--- src/rtl/lsu_ctrl.sv ---
// lsu_ctrl - load/store unit controller, initiator side of the data-memory bus.
//
// Takes one load or store at a time from the execute stage and turns it into
// one or two word-aligned bus accesses with byte enables. A misaligned access
// that crosses a word boundary is split into two consecutive word accesses.
// Load data is realigned, sign/zero-extended and returned with a one-cycle
// response pulse. Illegal requests complete immediately with resp_err.
//
// Ports:
//   clk, rst_n            clock (rising edge), asynchronous active-low reset
//   req_valid/req_ready   request handshake; ready only while idle
//   req_load/req_store    request kind (exactly one must be set)
//   req_funct3            RISC-V funct3 size/signedness encoding
//   req_addr, req_wdata   byte address, right-justified store data
//   mem_read/mem_write    bus strobes
//   mem_addr/mem_wdata    word-aligned address, lane-aligned store data
//   mem_byteen            byte-lane enables
//   mem_rdata             read data, valid in the same cycle as mem_read
//   resp_valid            one-cycle completion pulse
//   resp_rdata, resp_err  extended load result, illegal-request flag
module lsu_ctrl #(
    parameter int WIDTH = 32
) (
    input  logic             clk,
    input  logic             rst_n,
    input  logic             req_valid,
    output logic             req_ready,
    input  logic             req_load,
    input  logic             req_store,
    input  logic [2:0]       req_funct3,
    input  logic [WIDTH-1:0] req_addr,
    input  logic [WIDTH-1:0] req_wdata,
    output logic             mem_read,
    output logic             mem_write,
    output logic [WIDTH-1:0] mem_addr,
    output logic [WIDTH-1:0] mem_wdata,
    output logic [3:0]       mem_byteen,
    input  logic [WIDTH-1:0] mem_rdata,
    output logic             resp_valid,
    output logic [WIDTH-1:0] resp_rdata,
    output logic             resp_err
);

    typedef enum logic [1:0] {
        S_IDLE = 2'd0,
        S_ACC0 = 2'd1,
        S_ACC1 = 2'd2,
        S_RESP = 2'd3
    } state_t;

    // Lanes covered by an access of the given size, starting at lane 0.
    function automatic logic [3:0] size_lanes(input logic [1:0] size);
        logic [3:0] lanes;
        case (size)
            2'b00:   lanes = 4'b0001;
            2'b01:   lanes = 4'b0011;
            default: lanes = 4'b1111;
        endcase
        return lanes;
    endfunction

    // Expand a 4-bit lane enable into a 32-bit bit mask.
    function automatic logic [31:0] lane_bits(input logic [3:0] lanes);
        logic [31:0] bits;
        for (int i = 0; i < 4; i++) begin
            bits[8*i +: 8] = {8{lanes[i]}};
        end
        return bits;
    endfunction

    // 8-lane mask over two adjacent words; the upper half selects the second word.
    function automatic logic [7:0] access_mask(input logic [1:0] size, input logic [1:0] off);
        return {4'b0000, size_lanes(size)} << off;
    endfunction

    // Store data trimmed to the access size and shifted into its lanes.
    function automatic logic [63:0] store_lanes(input logic [31:0] wdata, input logic [1:0] size,
                                                input logic [1:0] off);
        return {32'h0000_0000, wdata & lane_bits(size_lanes(size))} << {off, 3'b000};
    endfunction

    function automatic logic legal_req(input logic ld, input logic st, input logic [2:0] f3);
        logic ok;
        if (ld == st) begin
            ok = 1'b0;
        end else if (ld) begin
            ok = (f3 != 3'b011) && (f3 != 3'b110) && (f3 != 3'b111);
        end else begin
            ok = (f3[2] == 1'b0) && (f3[1:0] != 2'b11);
        end
        return ok;
    endfunction

    // Shift the two-word buffer down to the requested byte and extend.
    function automatic logic [31:0] load_extend(input logic [63:0] rbuf, input logic [2:0] f3,
                                                input logic [1:0] off);
        logic [31:0] sh;
        logic [31:0] res;
        sh = 32'(rbuf >> {off, 3'b000});
        case (f3[1:0])
            2'b00:   res = f3[2] ? {24'h00_0000, sh[7:0]} : {{24{sh[7]}}, sh[7:0]};
            2'b01:   res = f3[2] ? {16'h0000, sh[15:0]}   : {{16{sh[15]}}, sh[15:0]};
            default: res = sh;
        endcase
        return res;
    endfunction

    state_t           state_q, state_d;
    logic             load_q;
    logic [2:0]       funct3_q;
    logic [WIDTH-1:0] addr_q;
    logic [WIDTH-1:0] wdata_q;
    logic [63:0]      rbuf_q, rbuf_d;

    logic             mem_read_q,   mem_read_d;
    logic             mem_write_q,  mem_write_d;
    logic [WIDTH-1:0] mem_addr_q,   mem_addr_d;
    logic [WIDTH-1:0] mem_wdata_q,  mem_wdata_d;
    logic [3:0]       mem_byteen_q, mem_byteen_d;
    logic             resp_valid_q, resp_valid_d;
    logic [WIDTH-1:0] resp_rdata_q, resp_rdata_d;
    logic             resp_err_q,   resp_err_d;

    logic             accept_s;
    logic             legal_s;
    logic             cur_load_s;
    logic [2:0]       cur_funct3_s;
    logic [WIDTH-1:0] cur_addr_s;
    logic [WIDTH-1:0] cur_wdata_s;
    logic [7:0]       mask_s;
    logic [63:0]      wide_wdata_s;
    logic             split_s;

    assign accept_s = req_valid && (state_q == S_IDLE);
    assign legal_s  = legal_req(req_load, req_store, req_funct3);

    // Outputs are registered from the next state, so on the accept edge the
    // incoming request fields are used directly; afterwards the latched copy.
    assign cur_load_s   = accept_s ? req_load   : load_q;
    assign cur_funct3_s = accept_s ? req_funct3 : funct3_q;
    assign cur_addr_s   = accept_s ? req_addr   : addr_q;
    assign cur_wdata_s  = accept_s ? req_wdata  : wdata_q;

    assign mask_s       = access_mask(cur_funct3_s[1:0], cur_addr_s[1:0]);
    assign wide_wdata_s = store_lanes(cur_wdata_s, cur_funct3_s[1:0], cur_addr_s[1:0]);
    assign split_s      = |mask_s[7:4];

    // State register.
    always_ff @(posedge clk or negedge rst_n) begin
        if (!rst_n) begin
            state_q <= S_IDLE;
        end else begin
            state_q <= state_d;
        end
    end

    // Next-state decode.
    always_comb begin
        state_d = state_q;
        case (state_q)
            S_IDLE: begin
                if (accept_s) begin
                    state_d = legal_s ? S_ACC0 : S_RESP;
                end else begin
                    state_d = S_IDLE;
                end
            end
            S_ACC0:  state_d = split_s ? S_ACC1 : S_RESP;
            S_ACC1:  state_d = S_RESP;
            S_RESP:  state_d = S_IDLE;
            default: state_d = S_IDLE;
        endcase
    end

    // Next values of the registered outputs and the load buffer.
    always_comb begin
        mem_read_d   = 1'b0;
        mem_write_d  = 1'b0;
        mem_addr_d   = '0;
        mem_wdata_d  = '0;
        mem_byteen_d = 4'b0000;
        resp_valid_d = 1'b0;
        resp_rdata_d = '0;
        resp_err_d   = 1'b0;
        rbuf_d       = rbuf_q;

        // Capture only the lanes enabled on the bus this cycle.
        case (state_q)
            S_ACC0: begin
                if (load_q) begin
                    rbuf_d = {32'h0000_0000, mem_rdata & lane_bits(mem_byteen_q)};
                end else begin
                    rbuf_d = rbuf_q;
                end
            end
            S_ACC1: begin
                if (load_q) begin
                    rbuf_d = {mem_rdata & lane_bits(mem_byteen_q), rbuf_q[31:0]};
                end else begin
                    rbuf_d = rbuf_q;
                end
            end
            default: rbuf_d = rbuf_q;
        endcase

        case (state_d)
            S_ACC0: begin
                mem_read_d   = cur_load_s;
                mem_write_d  = !cur_load_s;
                mem_addr_d   = {cur_addr_s[WIDTH-1:2], 2'b00};
                mem_byteen_d = mask_s[3:0];
                mem_wdata_d  = cur_load_s ? 32'h0000_0000 : wide_wdata_s[31:0];
            end
            S_ACC1: begin
                mem_read_d   = cur_load_s;
                mem_write_d  = !cur_load_s;
                // Natural 32-bit overflow gives the 0xFFFFFFFC -> 0 wrap.
                mem_addr_d   = {cur_addr_s[WIDTH-1:2], 2'b00} + 32'd4;
                mem_byteen_d = mask_s[7:4];
                mem_wdata_d  = cur_load_s ? 32'h0000_0000 : wide_wdata_s[63:32];
            end
            S_RESP: begin
                resp_valid_d = 1'b1;
                // RESP straight from IDLE only happens for an illegal request.
                resp_err_d   = (state_q == S_IDLE);
                if ((state_q != S_IDLE) && cur_load_s) begin
                    resp_rdata_d = load_extend(rbuf_d, cur_funct3_s, cur_addr_s[1:0]);
                end else begin
                    resp_rdata_d = '0;
                end
            end
            default: begin
                mem_read_d = 1'b0;
            end
        endcase
    end

    // Request fields latched on acceptance.
    always_ff @(posedge clk or negedge rst_n) begin
        if (!rst_n) begin
            load_q   <= 1'b0;
            funct3_q <= 3'b000;
            addr_q   <= '0;
            wdata_q  <= '0;
        end else if (accept_s) begin
            load_q   <= req_load;
            funct3_q <= req_funct3;
            addr_q   <= req_addr;
            wdata_q  <= req_wdata;
        end
    end

    // Output registers and load buffer; reset drops strobes asynchronously.
    always_ff @(posedge clk or negedge rst_n) begin
        if (!rst_n) begin
            mem_read_q   <= 1'b0;
            mem_write_q  <= 1'b0;
            mem_addr_q   <= '0;
            mem_wdata_q  <= '0;
            mem_byteen_q <= 4'b0000;
            resp_valid_q <= 1'b0;
            resp_rdata_q <= '0;
            resp_err_q   <= 1'b0;
            rbuf_q       <= 64'h0;
        end else begin
            mem_read_q   <= mem_read_d;
            mem_write_q  <= mem_write_d;
            mem_addr_q   <= mem_addr_d;
            mem_wdata_q  <= mem_wdata_d;
            mem_byteen_q <= mem_byteen_d;
            resp_valid_q <= resp_valid_d;
            resp_rdata_q <= resp_rdata_d;
            resp_err_q   <= resp_err_d;
            rbuf_q       <= rbuf_d;
        end
    end

    assign req_ready  = (state_q == S_IDLE);
    assign mem_read   = mem_read_q;
    assign mem_write  = mem_write_q;
    assign mem_addr   = mem_addr_q;
    assign mem_wdata  = mem_wdata_q;
    assign mem_byteen = mem_byteen_q;
    assign resp_valid = resp_valid_q;
    assign resp_rdata = resp_rdata_q;
    assign resp_err   = resp_err_q;

endmodule
--- config.mk ---
export PLATFORM = sky130hd
export DESIGN_NAME = lsu_ctrl
export DESIGN_NICKNAME = d
export VERILOG_FILES = /design/src/rtl/lsu_ctrl.sv
export SDC_FILE = /design/constraint.sdc
export NUM_CORES = 1
export LEC_CHECK = 0
export BUFFER_PORTS_ARGS = -buffer_cell sky130_fd_sc_hd__buf_2
export CORE_MARGIN = 1.5
export CORE_UTILIZATION = 60
export DETAILED_ROUTE_END_ITERATION = 8
export PLACE_DENSITY = 0.89
export SLEW_MARGIN = 20
export SYNTH_ARGS = -nofsm -noshare
export SYNTH_HDL_FRONTEND = slang
export SYNTH_SLANG_ARGS = --single-unit
--- constraint.sdc ---
create_clock -name clk -period 8.8 [get_ports clk]
set_input_delay 1.32 -clock clk [delete_from_list [all_inputs] [get_ports clk]]
set_output_delay 1.32 -clock clk [all_outputs]
set_load 0.01 [all_outputs]
# == Word-level counts from Yosys, hierarchy flattened ==
# Index checks and enable logic that the tools add are counted.
# word_totals
elab_cells,72
regBits,238
# classes
n_mux,28
reduce_logical,11
n_eq_ne,12
bitwise,3
addsub,1
shift,3
# ops
op,n
$mux 32,8
$pmux 32 s2,3
$mux 64,2
$pmux 64 s2,1
$and 32x32->32,2
$shl 32x5->64,1
$shr 64x5->32,1
$add 32x3->32 const B,1
$pmux 4 s2,2
$eq 2x2->1 const B,4
$mux 1,8
$pmux 2 s4,1
$shl 4x2->8,1
$eq 2x1->1 const B,3
$ne 3x3->1 const B,2
$logic_and 1x1->1,5
$logic_not 2->1,2
$mux 2,2
$reduce_or 4->1,1
$mux 3,1
$ne 3x2->1 const B,1
$ne 2x2->1 const B,1
$reduce_bool 2->1,1
$reduce_or 2->1,1
3 further kinds,3

# == Logic depth before layout (Yosys ltp) ==
# logic_depth
ltp_word,12
mapped_depth,18
mapped_depth_nobuf,15

# == Least setup slack after synthesis ==
# No wires, ideal clock.
# synth_path
path_type,input port to flip-flop
from,input req_valid
to,register mem_byteen_q[1] (netlist: mem_byteen[1])
t_arrival_ps,4163
slack_ps,4559
setup_ps,78
path_stages,17
path_cell_list,buf_6 -> and2_4 -> buf_6 -> buf_8 -> mux2i_4 -> inv_1 -> a21oi_1 -> o22a_1 -> a211oi_1 -> a21oi_1 -> ha_1 -> clkbuf_1 -> and2_1 -> clkbuf_1 -> buf_1 -> o31ai_1 -> a21oi_1
# synth_between
elab_chain_len,10
elab_cells_between_ends,14
# synth_rtl
element,line,source
from (decl),26,"input logic req_valid,"
$logic_and 1x1->1 (*),134,assign accept_s = req_valid && (state_q == S_IDLE);
$mux 3,-,
$eq 2x1->1 / $logic_not 2->1 (equally long branches),54,case (size)
$pmux 4 s2,54,
$shl 4x2->8,73,"return {4'b0000, size_lanes(size)} << off;"
$reduce_or 4->1,146,assign split_s = |mask_s[7:4];
$mux 1,168,S_ACC0: state_d = split_s ? S_ACC1 : S_RESP;
$pmux 2 s4 (*),160,case (state_q)
net state_d[0],108,"state_t state_q, state_d;"
$eq 2x2->1 / $eq 2x1->1 (equally long branches),206,case (state_d)
$pmux 4 s2 (*),206,
net mem_byteen_d[1],119,"logic [3:0] mem_byteen_q, mem_byteen_d;"
to (signal assigned),270,mem_byteen_q <= mem_byteen_d;
to (decl),119,
# Mark *: on every way through the listed nets, which the timed path passes. The rest lies on a longest branch.

# == Worst setup path after layout ==
# layout_path
from,register state_q[0]
to,register mem_wdata_q[31] (netlist: mem_wdata[31])
# layout_between
elab_chain_len,11
elab_cells_between_ends,24
# layout_rtl
element,line,source
from (decl),108,
from (signal assigned),153,state_q <= state_d;
$logic_not 2->1,"134, 160",
$logic_and 1x1->1,134,
$mux 3,-,
$eq 2x1->1 / $logic_not 2->1 (equally long branches),54,
$pmux 4 s2,54,
$shl 4x2->8,73,
$reduce_or 4->1,146,
$mux 1,168,
$pmux 2 s4 (*),160,
net state_d[0],108,
$eq 2x2->1 / $eq 2x1->1 (equally long branches),206,
$pmux 32 s2 (*),206,
net mem_wdata_d[31],118,"logic [WIDTH-1:0] mem_wdata_q, mem_wdata_d;"
to (signal assigned),269,mem_wdata_q <= mem_wdata_d;
to (decl),118,
# Marks and branches as above.

==> metrics <==
dominant cell type by area after synthesis dfrtp_1; worst vdd rail ir drop 0.272 mV; post-route DRC violation count 16; CTS tree built; WS Path Type register to register; most common flop cell mapped by yosys dfrtp_1; EDFF count, synth 0; Worst Path Buf+Inv 4; power share of the clock group 22.3%; vias in the first global route 9742; Int Power 2.90 mW; RSZ-0062 raised after global routing false; post-detailed-routing wire length 33100 µm; total core area 18100 µm²; gr ovfl total 0; post-CTS sizing 0; num rows 49; Final setup viols 0; clk_lat worst skew 0.52 ns; Mapped Area 11200 µm²; area delta synth->final 17.6%; postcts setup bufs 0; worst-path fanout max 48; CP Capture Type register; max_cap viols 0; I/O pins 209; Worst Path Required 9.22 ns; DR vias 9895; P_sw 2.31 mW; wire length on met1 12400 µm; most frequent cell after synthesis dfrtp_1; Root Driver clkbuf_16; Setup TNS 0 ns; sequential power share 29.0%; final hold vios 0; P_leak 6.64 nW; failing checks DRC; Routed Antenna Nets 0; pin count of the biggest net entering global routing 145; post-synthesis sequential area ratio 51.0%; die footprint 19500 µm²; largest cells by area after synthesis dfrtp_1 (51%), mux2i_1 (4.7%), nand2_1 (3.7%); met2 WL post-DR 15600 µm; clock buffer count from CTS 24; Die Span Y 140 µm; max-slew violations 0; post-route cell area 13200 µm²; slew at the pin closest to its max-slew limit 1.02 ns; Via density 6.55; Tot GR Track Use 33.7%; first-pass GRT wire length 52000 µm; Yosys warning total 0; Die W 140 µm; Nets 1377; status complete, but fails checks; DP Area 12200 µm²; register area 5710 µm²; Setup crit start kind register; hold buffer count at CTS 0; Cell Pwr Density 396 nW/µm²; Yosys reg bits 228; min cycle time layout 5.60 ns; met3 routed WL 3660 µm; Critical Path, Cell by Cell inv_1 > ha_1 > nand2_2 > a21oi_4 > buf_4 > inv_1 > buf_4 > a21oi_1 > o22a_1 > a211oi_1 > a21oi_1 > ha_1 > nor2b_1 > nand2_1 > nor3_1; DR iter-0 viols 1494; worst hold-check path type register to register; Critical Path AT 6.02 ns; Pre-antenna DRT Iters 9; clock skew 0.0130 ns; family with the most delay on the worst path simple AND/OR/NAND/NOR gates; Yosys cell types 76; Initial Utilization 61.6%; Final Cycle Share 63.6%; Reg clk slew, reported paths 0.07 ns; initial antenna violation count 0; Avg Cell Area, Syn 10.2 µm²; area occupied by multi-input gates 4840 µm²; WL/cell 21.9 µm; H-tree depth 1; Crit-path slowest cell nor2b_1; fraction of registers with async set/reset 100%; top cell type's share of synthesized area 51.0%; DR top layer met4; fill count 1253; Comb pwr share 48.8%; dpl hpwl 21300 µm; Port Buffer Count 206; Fmax 0.179 GHz; routability cong. 0.973; share of cells above drive strength 1 24.9%; Sw Share 44.3%; Synth Instances 1102; Longest Clk Path Bufs 3; Max-slew headroom 31.8%; Sink Count 228; commonest cells in the netlist dfrtp_1 (228), nand2_1 (111), nor2_1 (75), inv_1 (70), a21oi_1 (56); Ant. Diodes 0; max incr delay on CP 0.85 ns
[per-stage QoR]
| step | instances | hold WS (ns) | total power [mW] | util [%] | worst slack (ns) |
|---|---|---|---|---|---|
| 2_1_floorplan | 1103 | 0.438 | 3.29 | - | 4.56 |
| 3_3_place_gp | 1466 | 0.460 | 3.86 | 67.3 | 3.34 |
| 3_5_place_dp | 1466 | 0.466 | 3.94 | 67.3 | 3.08 |
| 4_1_cts | 1510 | 0.481 | 5.13 | 72.3 | 3.37 |
| 5_1_grt | 1511 | 0.514 | 5.46 | 72.5 | 2.91 |
| 6_report | 1511 | 0.482 | 5.21 | 72.5 | 3.20 |
[flip-flops by register name, summed over array words and instances (netlist names)]
register	flops
addr_q	32
mem_read	1
resp_err	1
resp_rdata	32
rbuf_q	56
state_q	2
wdata_q	32
funct3_q	3
mem_write	1
mem_wdata	32
mem_addr	30
resp_valid	1
mem_byteen	4
load_q	1
[cell type report]
class | instances | area share, %
Clock buffer | 30 | 5.20
Multi-Input combinational cell | 723 | 36.8
Clock inverter | 14 | 1.76
Timing Repair Buffer | 217 | 8.72
Inverter | 70 | 2.00
Tap cell | 229 | 2.18
Sequential cell | 228 | 43.4
[tightest hold or removal path, stage by stage, from the launching register on]
cell     delay (ns)
dfrtp_1        0.32
a32oi_1        0.07
inv_1          0.06
[worst paths after layout]
check                      startpoint             to  slack, ns  depth (start not counted)
setup / recovery           state_q[0]  mem_wdata[31]       3.20                         15
hold / removal             rbuf_q[42]     rbuf_q[42]       0.48                          2
setup reg to reg           state_q[0]  mem_wdata[31]       3.20                         15
hold reg to reg            rbuf_q[42]     rbuf_q[42]       0.48                          2
max in group asynchronous       rst_n     rbuf_q[44]       7.08                          2
min in group asynchronous       rst_n    mem_addr[7]       0.68                          1
[power groups by stage]
stage | logic (mW) | registers (mW) | clock network (mW)
3_5_place_dp | 2.43 | 1.51 | 0
6_report | 2.54 | 1.51 | 1.16
3_3_place_gp | 2.35 | 1.51 | 0
5_1_grt | 2.72 | 1.53 | 1.21
2_1_floorplan | 1.79 | 1.51 | 0
4_1_cts | 2.47 | 1.50 | 1.16
[cells in the final DEF (no fill, tap or decap), drive strengths merged, types with 4 or more instances in the layout]
master,synthesis,routed
buf,46,217
o21ai,44,44
and3,21,21
a32o,12,12
mux2,33,33
o22ai,37,37
nor3,14,14
ha,9,9
mux2i,53,53
clkinv,0,5
and2,9,9
dfrtp,228,228
bufinv,0,6
nor4,6,6
a211oi,7,7
nand3,25,25
a22oi,31,31
nor2,75,75
o31ai,9,9
or3,4,4
a32oi,15,15
nand4,15,15
nand2,112,112
o211ai,9,9
a21oi,58,58
a22o,17,17
clkbuf,36,30
a31oi,20,20
nor2b,7,7
o21a,11,11
inv,70,70
a21o,7,7
nand2b,9,9
xnor2,15,15
[routing by layer]
layer / track usage [%] / up-vias
met5: 0 / -
li1: - / 4265
met4: 14.6 / 0
met1: 45.2 / 4754
met2: 54.2 / 745
met3: 5.99 / 131
[cells by family after synthesis]
logic type,synth area share (%)
DFF,51.0
muxes,8.21
buffers and inverters,6.00
and+or+nand+nor,13.5
adders and majority gates,1.01
AOI/OAI and AO/OA,18.9
other,0.0335
xor gates and xnor gates,1.33
No activity file was read; power rests on OpenSTA's default activity.
